[src/rtl/fsx_capture.sv]
// FSX raster capture receiver: recovers the active window from hs/vs timing
// and streams every active RGB332 pixel into a linear frame-buffer write port.
module fsx_capture #(
    parameter int H_RES  = 320,
    parameter int V_RES  = 240,
    parameter int H_BP   = 46,
    parameter int V_BP   = 14,
    parameter bit H_POL  = 1'b0,
    parameter bit V_POL  = 1'b0,
    parameter int ADDR_W = 17
) (
    input  logic              vga_clk,
    input  logic              nreset,
    input  logic              vga_hs,
    input  logic              vga_vs,
    input  logic [2:0]        vga_r,
    input  logic [2:0]        vga_g,
    input  logic [1:0]        vga_b,
    input  logic              capture_en,
    output logic [ADDR_W-1:0] vram_addr,
    output logic [7:0]        vram_d,
    output logic              vram_we,
    output logic              busy,
    output logic              frame_done,
    output logic              sync_error
);

    localparam logic [9:0]      H_FIRST   = 10'(H_BP);
    localparam logic [9:0]      H_END     = 10'(H_BP + H_RES);
    localparam logic [8:0]      V_FIRST   = 9'(V_BP);
    localparam logic [8:0]      V_END     = 9'(V_BP + V_RES);
    localparam logic [ADDR_W:0] TOTAL     = (ADDR_W + 1)'(H_RES * V_RES);
    localparam logic [ADDR_W:0] CNT_ONE   = (ADDR_W + 1)'(1);
    localparam logic [9:0]      HPOS_MAX  = 10'h3FF;
    localparam logic [8:0]      LCNT_ALL1 = 9'h1FF;
    // All-ones is the post-frame-start value, so saturation stops one below it.
    localparam logic [8:0]      LCNT_SAT  = 9'h1FE;

    typedef enum logic [1:0] {
        ST_WAIT_VS = 2'd0,
        ST_CAPTURE = 2'd1,
        ST_DONE    = 2'd2
    } state_t;

    logic              hs_a_r, vs_a_r, hs_a_d_r, vs_a_d_r;
    logic [7:0]        rgb_r;
    logic [9:0]        hpos_r, hpos_s;
    logic [8:0]        lcnt_r, lcnt_s;
    logic              line_start_s, frame_start_s;
    logic              pix_active_s, short_line_s;
    state_t            state_r, state_nxt_s;
    logic [ADDR_W:0]   cnt_r, cnt_nxt_s;
    logic [ADDR_W-1:0] vram_addr_r, addr_nxt_s;
    logic [7:0]        vram_d_r, d_nxt_s;
    logic              vram_we_r, we_nxt_s;
    logic              busy_r, busy_nxt_s;
    logic              frame_done_r, done_nxt_s;
    logic              sync_error_r, err_nxt_s;

    // Input register stage; sync is normalised to active-high so reset reads as "not in sync".
    always_ff @(posedge vga_clk or negedge nreset) begin
        if (!nreset) begin
            hs_a_r   <= 1'b0;
            vs_a_r   <= 1'b0;
            hs_a_d_r <= 1'b0;
            vs_a_d_r <= 1'b0;
            rgb_r    <= 8'd0;
        end else begin
            hs_a_r   <= H_POL ? vga_hs : ~vga_hs;
            vs_a_r   <= V_POL ? vga_vs : ~vga_vs;
            hs_a_d_r <= hs_a_r;
            vs_a_d_r <= vs_a_r;
            rgb_r    <= {vga_r, vga_g, vga_b};
        end
    end

    assign line_start_s  = hs_a_d_r & ~hs_a_r;
    assign frame_start_s = vs_a_d_r & ~vs_a_r;

    // Current-cycle raster position; frame start outranks a coincident line start.
    always_comb begin
        hpos_s = hpos_r;
        lcnt_s = lcnt_r;
        if (line_start_s) begin
            hpos_s = 10'd0;
        end else begin
            hpos_s = hpos_r;
        end
        if (frame_start_s) begin
            lcnt_s = LCNT_ALL1;
        end else if (line_start_s && (lcnt_r != LCNT_SAT)) begin
            lcnt_s = lcnt_r + 9'd1;
        end else begin
            lcnt_s = lcnt_r;
        end
    end

    // Raster position registers; hpos_r holds the value the next cycle will see.
    always_ff @(posedge vga_clk or negedge nreset) begin
        if (!nreset) begin
            hpos_r <= 10'd0;
            lcnt_r <= 9'd0;
        end else begin
            hpos_r <= (hpos_s == HPOS_MAX) ? HPOS_MAX : (hpos_s + 10'd1);
            lcnt_r <= lcnt_s;
        end
    end

    assign pix_active_s = (lcnt_s >= V_FIRST) && (lcnt_s < V_END) &&
                          (hpos_s >= H_FIRST) && (hpos_s < H_END);
    // hpos_r at a line start equals the length of the line just ended.
    assign short_line_s = line_start_s && (lcnt_r >= V_FIRST) && (lcnt_r < V_END) &&
                          (hpos_r < H_END);

    // Capture sequencing and next values of the registered write port.
    always_comb begin
        state_nxt_s = state_r;
        cnt_nxt_s   = cnt_r;
        we_nxt_s    = 1'b0;
        addr_nxt_s  = vram_addr_r;
        d_nxt_s     = vram_d_r;
        done_nxt_s  = 1'b0;
        err_nxt_s   = 1'b0;
        case (state_r)
            ST_WAIT_VS: begin
                if (frame_start_s && capture_en) begin
                    cnt_nxt_s   = '0;
                    state_nxt_s = ST_CAPTURE;
                end else begin
                    state_nxt_s = ST_WAIT_VS;
                end
            end
            ST_CAPTURE: begin
                if (cnt_r == TOTAL) begin
                    done_nxt_s  = 1'b1;
                    state_nxt_s = ST_DONE;
                end else if (vs_a_r || short_line_s) begin
                    err_nxt_s   = 1'b1;
                    state_nxt_s = ST_WAIT_VS;
                end else if (pix_active_s) begin
                    we_nxt_s   = 1'b1;
                    addr_nxt_s = cnt_r[ADDR_W-1:0];
                    d_nxt_s    = rgb_r;
                    cnt_nxt_s  = cnt_r + CNT_ONE;
                end else begin
                    state_nxt_s = ST_CAPTURE;
                end
            end
            ST_DONE: begin
                state_nxt_s = ST_WAIT_VS;
            end
            default: begin
                state_nxt_s = ST_WAIT_VS;
            end
        endcase
    end

    assign busy_nxt_s = (state_nxt_s == ST_CAPTURE);

    // State and output registers.
    always_ff @(posedge vga_clk or negedge nreset) begin
        if (!nreset) begin
            state_r      <= ST_WAIT_VS;
            cnt_r        <= '0;
            vram_addr_r  <= '0;
            vram_d_r     <= 8'd0;
            vram_we_r    <= 1'b0;
            busy_r       <= 1'b0;
            frame_done_r <= 1'b0;
            sync_error_r <= 1'b0;
        end else begin
            state_r      <= state_nxt_s;
            cnt_r        <= cnt_nxt_s;
            vram_addr_r  <= addr_nxt_s;
            vram_d_r     <= d_nxt_s;
            vram_we_r    <= we_nxt_s;
            busy_r       <= busy_nxt_s;
            frame_done_r <= done_nxt_s;
            sync_error_r <= err_nxt_s;
        end
    end

    assign vram_addr  = vram_addr_r;
    assign vram_d     = vram_d_r;
    assign vram_we    = vram_we_r;
    assign busy       = busy_r;
    assign frame_done = frame_done_r;
    assign sync_error = sync_error_r;

endmodule

[config.mk]
export PLATFORM = sky130hd
export DESIGN_NAME = fsx_capture
export DESIGN_NICKNAME = d
export VERILOG_FILES = /design/src/rtl/fsx_capture.sv
export SDC_FILE = /design/constraint.sdc
export NUM_CORES = 1
export LEC_CHECK = 0
export CAP_MARGIN = 10
export CORE_MARGIN = 2
export CORE_UTILIZATION = 35
export CTS_CLUSTER_DIAMETER = 60
export CTS_CLUSTER_SIZE = 14
export DETAILED_ROUTE_END_ITERATION = 10
export SLEW_MARGIN = 20
export SYNTH_ARGS = -nofsm -noshare
export SYNTH_HDL_FRONTEND = slang
export SYNTH_SLANG_ARGS = --single-unit
export TNS_END_PERCENT = 100
[constraint.sdc]
create_clock -name vga_clk -period 8.8 [get_ports vga_clk]
set_clock_uncertainty 0.1 [all_clocks]
set_input_delay 2.64 -clock vga_clk [delete_from_list [all_inputs] [get_ports vga_clk]]
set_output_delay 2.64 -clock vga_clk [all_outputs]
set_load 0.005 [all_outputs]
Word-level counts from Yosys, hierarchy flattened
Index checks and enable logic that the tools add are counted.
- bits in registers: 80
- bits in latches: 0
- bits in writable memories: 0
- ROM bits: 0
- bits of input ports: 13
- output and inout port bits: 29
- logic and storage cells: 78
- memories kept: 0
- add/subtract/negate cells: 3
- multipliers: 0
- div/mod/pow operators: 0
- $lt $le $gt $ge: 7
- eq/ne operators: 9
- shift-type cells: 0
- multiplexer cells: 23
- bitwise gates (word level): 8
- reduce and logical (&&, ||, !) cells: 13
- operators by type and width (cell ; count):
    18-bit two-way mux ; 4
    18-bit case mux with 2 select lines ; 1
    10-bit by 9-bit < comparator with 1-bit output (second input constant) ; 2
    10-bit two-way mux ; 2
    18-bit by 1-bit adder with 18-bit output (second input constant) ; 1
    18-bit by 17-bit equality test with 1-bit output (second input constant) ; 1
    9-bit by 4-bit >= comparator with 1-bit output (second input constant) ; 2
    9-bit by 8-bit < comparator with 1-bit output (second input constant) ; 2
    9-bit two-way mux ; 2
    10-bit by 1-bit adder with 10-bit output (second input constant) ; 1
    10-bit equality test (second input constant) ; 1
    10-bit by 6-bit >= comparator with 1-bit output (second input constant) ; 1
    1-bit two-way mux ; 10
    9-bit by 1-bit adder with 9-bit output (second input constant) ; 1
    9-bit != test (second input constant) ; 1
    1-bit logical AND ; 8
    2-bit != test (second input constant) ; 4
    2-bit two-way mux ; 3
    1-bit inverter ; 6
    5-bit AND reduction ; 1
    2-bit by 1-bit equality test with 1-bit output (second input constant) ; 2
    2-bit case mux with 2 select lines ; 1
    4-bit AND reduction ; 1
    1-bit bitwise AND ; 2
    3 further kinds ; 3

Logic depth before layout (Yosys ltp)
Gate-level depths: netlist (run 1).
- depth in word-level cells: 14
- gate-level depth with buffers: 14
- mapped depth without buffers: 11

Least setup slack after synthesis (run 1)
Ideal clock, no wire load.
- kind: input to register
- from: input port capture_en
- to: register cnt_r[14]
- data arrival time: 3880 ps
- data required time: 8621 ps
- path slack: 4741 ps
- stages on the path: 6
- path buffers: 1
- cells stage by stage: and2_1 clkbuf_1 nor2_1 or3_1 or3_1 a21oi_1
- cells in the longest elaborated chain, start to end: 3
- ends and longest elaborated chain (item ; RTL line ; RTL):
    start, declared ; 19 ; input logic capture_en,
    1-bit logical AND ; 126 ; if (frame_start_s && capture_en) begin
    2-bit != test (no line) ; - ;
    5-bit AND reduction (no line) ; - ;
    end signal, assigned ; 173 ; cnt_r <= cnt_nxt_s;
    end, declared ; 52 ; logic [ADDR_W:0] cnt_r, cnt_nxt_s;
Every way passes these cells.
A chain may end at the register's enable or synchronous reset.

Worst setup path in the final report (run 1)
Ends and elaborated chain as after synthesis.

==> flow_summary.yaml, run 1 <==
route:
  viasPerCell: 5.189
  drt_iter0_drc: 107
  wire_per_inst_um: 14.78
  firstDrtPassIters: 6
  vias: 2745
  drc_errors: 0
  ant_nets: 0
  routed_wl_mm: 7.820
sta:
  tns_ns: 0
  layout_setup_ws_ns: 4.124
  slew_violations: 0
  period_minus_slack_ns: 4.676
  setup_viol: 0
  fin_crit_sh_pct: 53.13
  rsz0062_at_grt: "false"
  worstMarginPinSlew_ns: 0.7886
  slew_headroom_pct: 46.07
  final-hold-violation-count: 0
  max_freq_mhz: 213.9
critical_path:
  critical_path_class: "in2reg"
  critPathLaunchType: "input pin"
  r2r_start: "lcnt_r[0]$_DFF_PN0_"
  r2r_end: "vram_addr[12]$_DFFE_PN0P_"
  cp.required_ns: 8.98
  arrival_ns: 4.86
  endpoint_kind: "register"
  ff2ff_path_depth: 9
  path_max_fanout: 17
  r2r_slack_ns: 5.21
logic_synthesis:
  syn_inst: 347
  synth_area_leader_cell: "dfrtp_1"
  yosys-top-cells-area: "dfrtp_1 53%, mux2_2 6.5%, nand2_1 3.4%"
  synth_nets: 366
  yosysSeqAreaShare_pct: 52.65
  syn_avg_cell_area_um2: 10.96
  ys_ff_latch: 80
  netlist_area_mm2: 0.003802
  synth_cell_types: 58
  synth.top_cell.area_share_pct: 52.65
  yosysWarnings: 0
final_layout:
  antennaDiodeCount: 0
  fill_cells: 1067
  drive_above_1_share_pct: 12.34
  areaGrowthSynthToFinish_pct: 16.95
  num-nets-final: 403
  finalInstanceArea_mm2: 0.004447
placed_design:
  gp_congestion: 0.8838
  pre_cts_ws_ns: 3.783
  detailed_place_hpwl_mm: 5.279
  port_buffers: 41
  dpl_cell_area_mm2: 0.004264
cts:
  clkSinkCount: 80
  path_clk_slew_ns: 0.09
  cts_htree_levels: 3
  cts_tree: "yes"
  postCtsSetupRepairBufs: 0
  cts_resized: 0
  cts_buffers: 9
  clock-root-buffer: "clkbuf_8"
  worstSkewPairLatency_ns: 0.36
  cts_hold_buf: 0
  cts_max_path_buffers: 2
floorplan:
  die_x_um: 108.2
  die_area_mm2: 0.01171
  io_pins: 42
  rows: 38
  core-area_mm2: 0.01070
  die-height_um: 108.2
  start_util_pct: 35.54
global_route:
  grt_max_degree: 81
  grt_pass1_vias: 2729
  antenna_found_initial: 0
  grt_overflow_total: 0
  grt_use_total_pct: 14.71
  grt_pass1_wl_mm: 13.28
power:
  peakVddDrop_v: 0.0001050
  leakagePower_nw: 1.923
  power_mw: 0.8840
  p_per_area_mw_per_mm2: 198.8
worst_hold_path:
  min_path_cells: 0
  holdPathEnd: "hs_a_d_r$_DFF_PN0_"
  min_from: "hs_a_r$_DFF_PN0_"
  hold_path_class: "reg2reg"
status:
  status: "finished clean"
flow_run:
  drv_cap: 0
[power breakdown]
group	internal (mW)	switching (mW)	leakage [nW]
clock	0.112	0.140	0.0863
combinational	0.0754	0.109	0.796
sequential	0.401	0.0476	1.04
total	0.588	0.296	1.92
[per-stage QoR]
step | utilization (%) | cells | hold slack (ns)
after detailed placement | 39.86 | 513 | 0.2950
final | 41.57 | 529 | 0.3077
after global placement | 39.86 | 513 | 0.2860
after global routing | 41.57 | 529 | 0.3208
after CTS | 41.53 | 529 | 0.3173
after floorplan | - | 347 | 0.2664
[worst max path at each step]
stage / startpoint / end / slack, ns / cells after the start
floorplan: capture_en / cnt_r[14]$_DFFE_PN0P_ / 4.74 / 6
global placement: capture_en / cnt_r[14]$_DFFE_PN0P_ / 3.83 / 6
detailed placement: capture_en / cnt_r[14]$_DFFE_PN0P_ / 3.78 / 6
CTS: capture_en / cnt_r[14]$_DFFE_PN0P_ / 4.16 / 6
global route: capture_en / cnt_r[14]$_DFFE_PN0P_ / 3.99 / 6
finish: capture_en / cnt_r[14]$_DFFE_PN0P_ / 4.12 / 6
[final cells by class]
| class | instances | area [um^2] | area share (%) |
|---|---|---|---|
| Sequential cell | 80 | 2002 | 45.02 |
| Clock buffer | 11 | 141.4 | 3.180 |
| Multi-Input combinational cell | 239 | 1630 | 36.66 |
| Inverter | 13 | 48.80 | 1.097 |
| Clock inverter | 5 | 37.54 | 0.8441 |
| Tap cell | 140 | 175.2 | 3.939 |
| Timing Repair Buffer | 41 | 411.6 | 9.257 |
[placed cells by master, fill, tap and decap left out, types with 3 or more instances in the layout]
cell type        Yosys  routed
nor2b_1              3       3
a211oi_1             3       3
dfrtp_1             80      80
nor2_1              15      15
or3_1               11      11
xnor2_1              4       4
ha_1                 6       6
clkbuf_8             0      10
nand2_1             34      34
and3_1               6       6
nor3_1               3       3
nand3_1             17      17
mux2_2              22      22
o21ai_0             21      21
mux2i_1              6       6
nand4_1              8       8
xor2_1               6       6
nor4_1               5       5
and2_1               6       6
inv_1               13      13
or4_1                4       4
nand2b_1             5       5
a21oi_1             16      16
clkdlybuf4s50_1      0      40
[state kept, by name, summed over array words and instances, names as in the netlist, 2 cells and up]
signal	flops
hpos_r	10
lcnt_r	9
state_r	2
vram_d	8
cnt_r	18
vram_addr	17
rgb_r	8
[synth_stat cells (all sizes together)]
cell type,count
nand3,18
nor3,4
buf,8
a2111o,1
o31a,1
ha,6
a311o,2
and3,6
a41oi,1
o31ai,2
o21bai,1
a211oi,3
o211a,2
nor4,5
nor4b,2
nor2b,3
nand3b,1
nor2,16
o41ai,1
or2,1
or4,5
a31oi,2
or3,11
nand2b,5
and4,3
a21boi,1
clkbuf,7
and2,7
nand4,8
o21ai,22
dfrtp,80
o21a,1
a31o,1
a21oi,18
xor2,6
a2111oi,2
mux2i,6
xnor2,4
o311ai,1
o211ai,2
or3b,1
mux2,22
inv,13
a211o,1
nand2,34
[worst max-delay path: stages]
cell and delay, ns:
clkdlybuf4s50_1 0.47, and2_1 0.58, nor2_1 0.26, or3_1 0.43
or3_1 0.32, a21oi_1 0.16
[logic make-up after synthesis]
| family | Yosys count | synth area share, % |
|---|---|---|
| AND/OR/NAND/NOR | 130 | 18.66 |
| flip-flops | 80 | 52.65 |
| AO/OA/AOI/OAI | 65 | 11.85 |
| adder cells (fa/ha/maj) | 6 | 1.974 |
| multiplexers | 28 | 8.095 |
| buffers and inverters | 28 | 4.475 |
| XOR/XNOR | 10 | 2.303 |
[metal layers]
| layer | up-vias | global-route usage [%] | share of wire, % |
|---|---|---|---|
| li1 | 1321 | - | - |
| met1 | 1351 | 18.66 | 46 |
| met5 | - | 0 | 0 |
| met3 | 19 | 5.666 | 4.8 |
| met2 | 54 | 22.78 | 47 |
| met4 | 0 | 5.586 | 2.3 |
Power figures use the tool's default switching activity.
==> run 2: changes to the inputs <==
- clock period: 8.8 -> 4.45 ns (I/O delays scaled with it)
==> run 2 against run 1 <==
Die area did not move. Via count about the same. Critical path depth up 5. Sequential power is 98% higher. Global-route usage is 0.086 points higher. Wire length fell by 0.17%. First-iteration DRC count grew 39%. Largest power group unchanged. Power rose by 100%. Final cell count is 0.19% higher. Worst hold slack improved by 0.0044 ns. Clock power grew 120%.
==> flow_summary.yaml, run 2 (synthesis gave the netlist of run 1 again) <==
critical_path:
  cpMaxStageDelayCell: "or4_1"
  worstSetupStartpoint: "hs_a_r$_DFF_PN0_"
  critical_path.cell_chain: "nand2b_1 -> and2_1 -> ha_1 -> o211a_1 -> o21ai_0 -> a21oi_1 -> nand3b_1 -> a41oi_2 -> nand3_4 -> or4_1 -> a21oi_1"
  cp.required_ns: 4.64
  critical_path_class: "reg2reg"
  critPathCapture: "cnt_r[16]$_DFFE_PN0P_"
  r2r_start: "hs_a_r$_DFF_PN0_"
  r2r_slack_ns: 0.84
  critPathLaunchType: "register"
  max_stage_delay_ns: 0.66
  r2r_end: "cnt_r[16]$_DFFE_PN0P_"
  endpoint_kind: "register"
  ff2ff_path_depth: 11
  path_max_fanout: 46
  path_common_cell: "a21oi_1"
  arrival_ns: 3.80
global_route:
  grt_max_degree: 81
  grt_overflow_total: 0
  grt_pass1_vias: 2848
  grt_use_total_pct: 14.79
  grt_pass1_wl_mm: 13.53
  antenna_found_initial: 0
floorplan:
  core-area_mm2: 0.01070
  die_x_um: 108.2
  start_util_pct: 35.54
  rows: 38
  die-height_um: 108.2
  io_pins: 42
  die_area_mm2: 0.01171
sta:
  rsz0062_at_grt: "false"
  layout_setup_ws_ns: 0.8411
  hold_slack_ns: 0.3121
  period_minus_slack_ns: 3.609
  final-hold-violation-count: 0
  tns_ns: 0
  slew_headroom_pct: 46.56
  setup_viol: 0
  fin_crit_sh_pct: 81.10
  slew_violations: 0
  worstMarginPinSlew_ns: 0.7815
  max_freq_mhz: 277.1
final_layout:
  largest_register_ff_count: 18
  areaGrowthSynthToFinish_pct: 17.77
  final_cell_mix: "80 x dfrtp_1, 40 x clkdlybuf4s50_1, 34 x nand2_1"
  layout_commonest_cell: "dfrtp_1"
  drive_above_1_share_pct: 12.82
  finalInstanceArea_mm2: 0.004478
  num-nets-final: 404
  largest_register: "cnt_r"
  antennaDiodeCount: 0
cts:
  cts_resized: 0
  clkSinkCount: 80
  path_clk_slew_ns: 0.09
  cts_tree: "yes"
  cts_hold_buf: 0
  postCtsSetupRepairBufs: 0
  clock-root-buffer: "clkbuf_8"
  cts_max_path_buffers: 2
  cts_htree_levels: 3
  worstSkewPairLatency_ns: 0.35
  cts_buffers: 9
worst_hold_path:
  hold_path_class: "reg2reg"
power:
  p_per_area_mw_per_mm2: 402.6
  leakagePower_nw: 1.935
  power_mw: 1.803
  peakVddDrop_v: 0.0002385
route:
  vias: 2746
  ant_nets: 0
  wire_per_inst_um: 14.73
  drt_iter0_drc: 149
  firstDrtPassIters: 4
  routed_wl_mm: 7.807
  viasPerCell: 5.181
  drc_errors: 0
flow_run:
  drv_cap: 0
placed_design:
  dpl_cell_area_mm2: 0.004272
  gp_congestion: 0.8715
  port_buffers: 41
  pre_cts_ws_ns: 0.8516
  detailed_place_hpwl_mm: 5.283
status:
  status: "finished clean"
[run 2: cell types whose count changed in the layout (fill, tap and decap cells not counted)]
| cell | change |
|---|---|
| bufinv_16 | +1 |
| inv_6 | +1 |
| clkinv_2 | -1 |
| clkinvlp_4 | +1 |
| clkbuf_8 | -1 |
| buf_4 | +1 |
| clkbuf_1 | -1 |
[run 2: worst min-delay path by stage]
stage,start,endpoint,slack (ns),cells after the start
2_1_floorplan,hs_a_r$_DFF_PN0_,hs_a_d_r$_DFF_PN0_,0.27,0
3_3_place_gp,hs_a_r$_DFF_PN0_,hs_a_d_r$_DFF_PN0_,0.29,0
3_5_place_dp,hs_a_r$_DFF_PN0_,hs_a_d_r$_DFF_PN0_,0.29,0
4_1_cts,hs_a_r$_DFF_PN0_,hs_a_d_r$_DFF_PN0_,0.31,0
5_1_grt,hs_a_r$_DFF_PN0_,hs_a_d_r$_DFF_PN0_,0.34,0
6_report,hs_a_r$_DFF_PN0_,hs_a_d_r$_DFF_PN0_,0.31,0
[run 2: cell type report]
cell class | instances | area [um^2]
fillers | 1047 | 6220
flip-flops and latches | 80 | 2002
multi-input cells | 239 | 1630
repair buffers | 42 | 419.2
well taps | 140 | 175.2
clock buffers | 9 | 123.9
clock inverters | 7 | 78.83
inverters | 13 | 48.80
[run 2: stage by stage]
step / utilization (%) / cells
2_1_floorplan: - / 347
6_report: 41.86 / 530
3_5_place_dp: 39.93 / 514
4_1_cts: 41.82 / 530
5_1_grt: 41.86 / 530
3_3_place_gp: 39.93 / 514
[run 2: critical path: cells and delay by family, from the launching register on]
family	cells	cell delay, ns
AND/OR/NAND/NOR	5	2.03
adder cells (fa/ha/maj)	1	0.16
flip-flops	1	0.37
AO/OA/AOI/OAI	5	0.86
[run 2: where the power goes]
part | switching [mW] | total (mW) | internal (mW)
clock | 0.286 | 0.551 | 0.265
sequential | 0.0925 | 0.885 | 0.792
combinational | 0.218 | 0.367 | 0.149
[run 2: layer usage]
layer / global-route usage [%] / vias up / wire length, um
li1: - / 1318 / -
met1: 18.31 / 1361 / 3578
met2: 24.71 / 55 / 3749
met3: 4.762 / 12 / 355
met4: 4.487 / 0 / 124
met5: 0 / - / 0
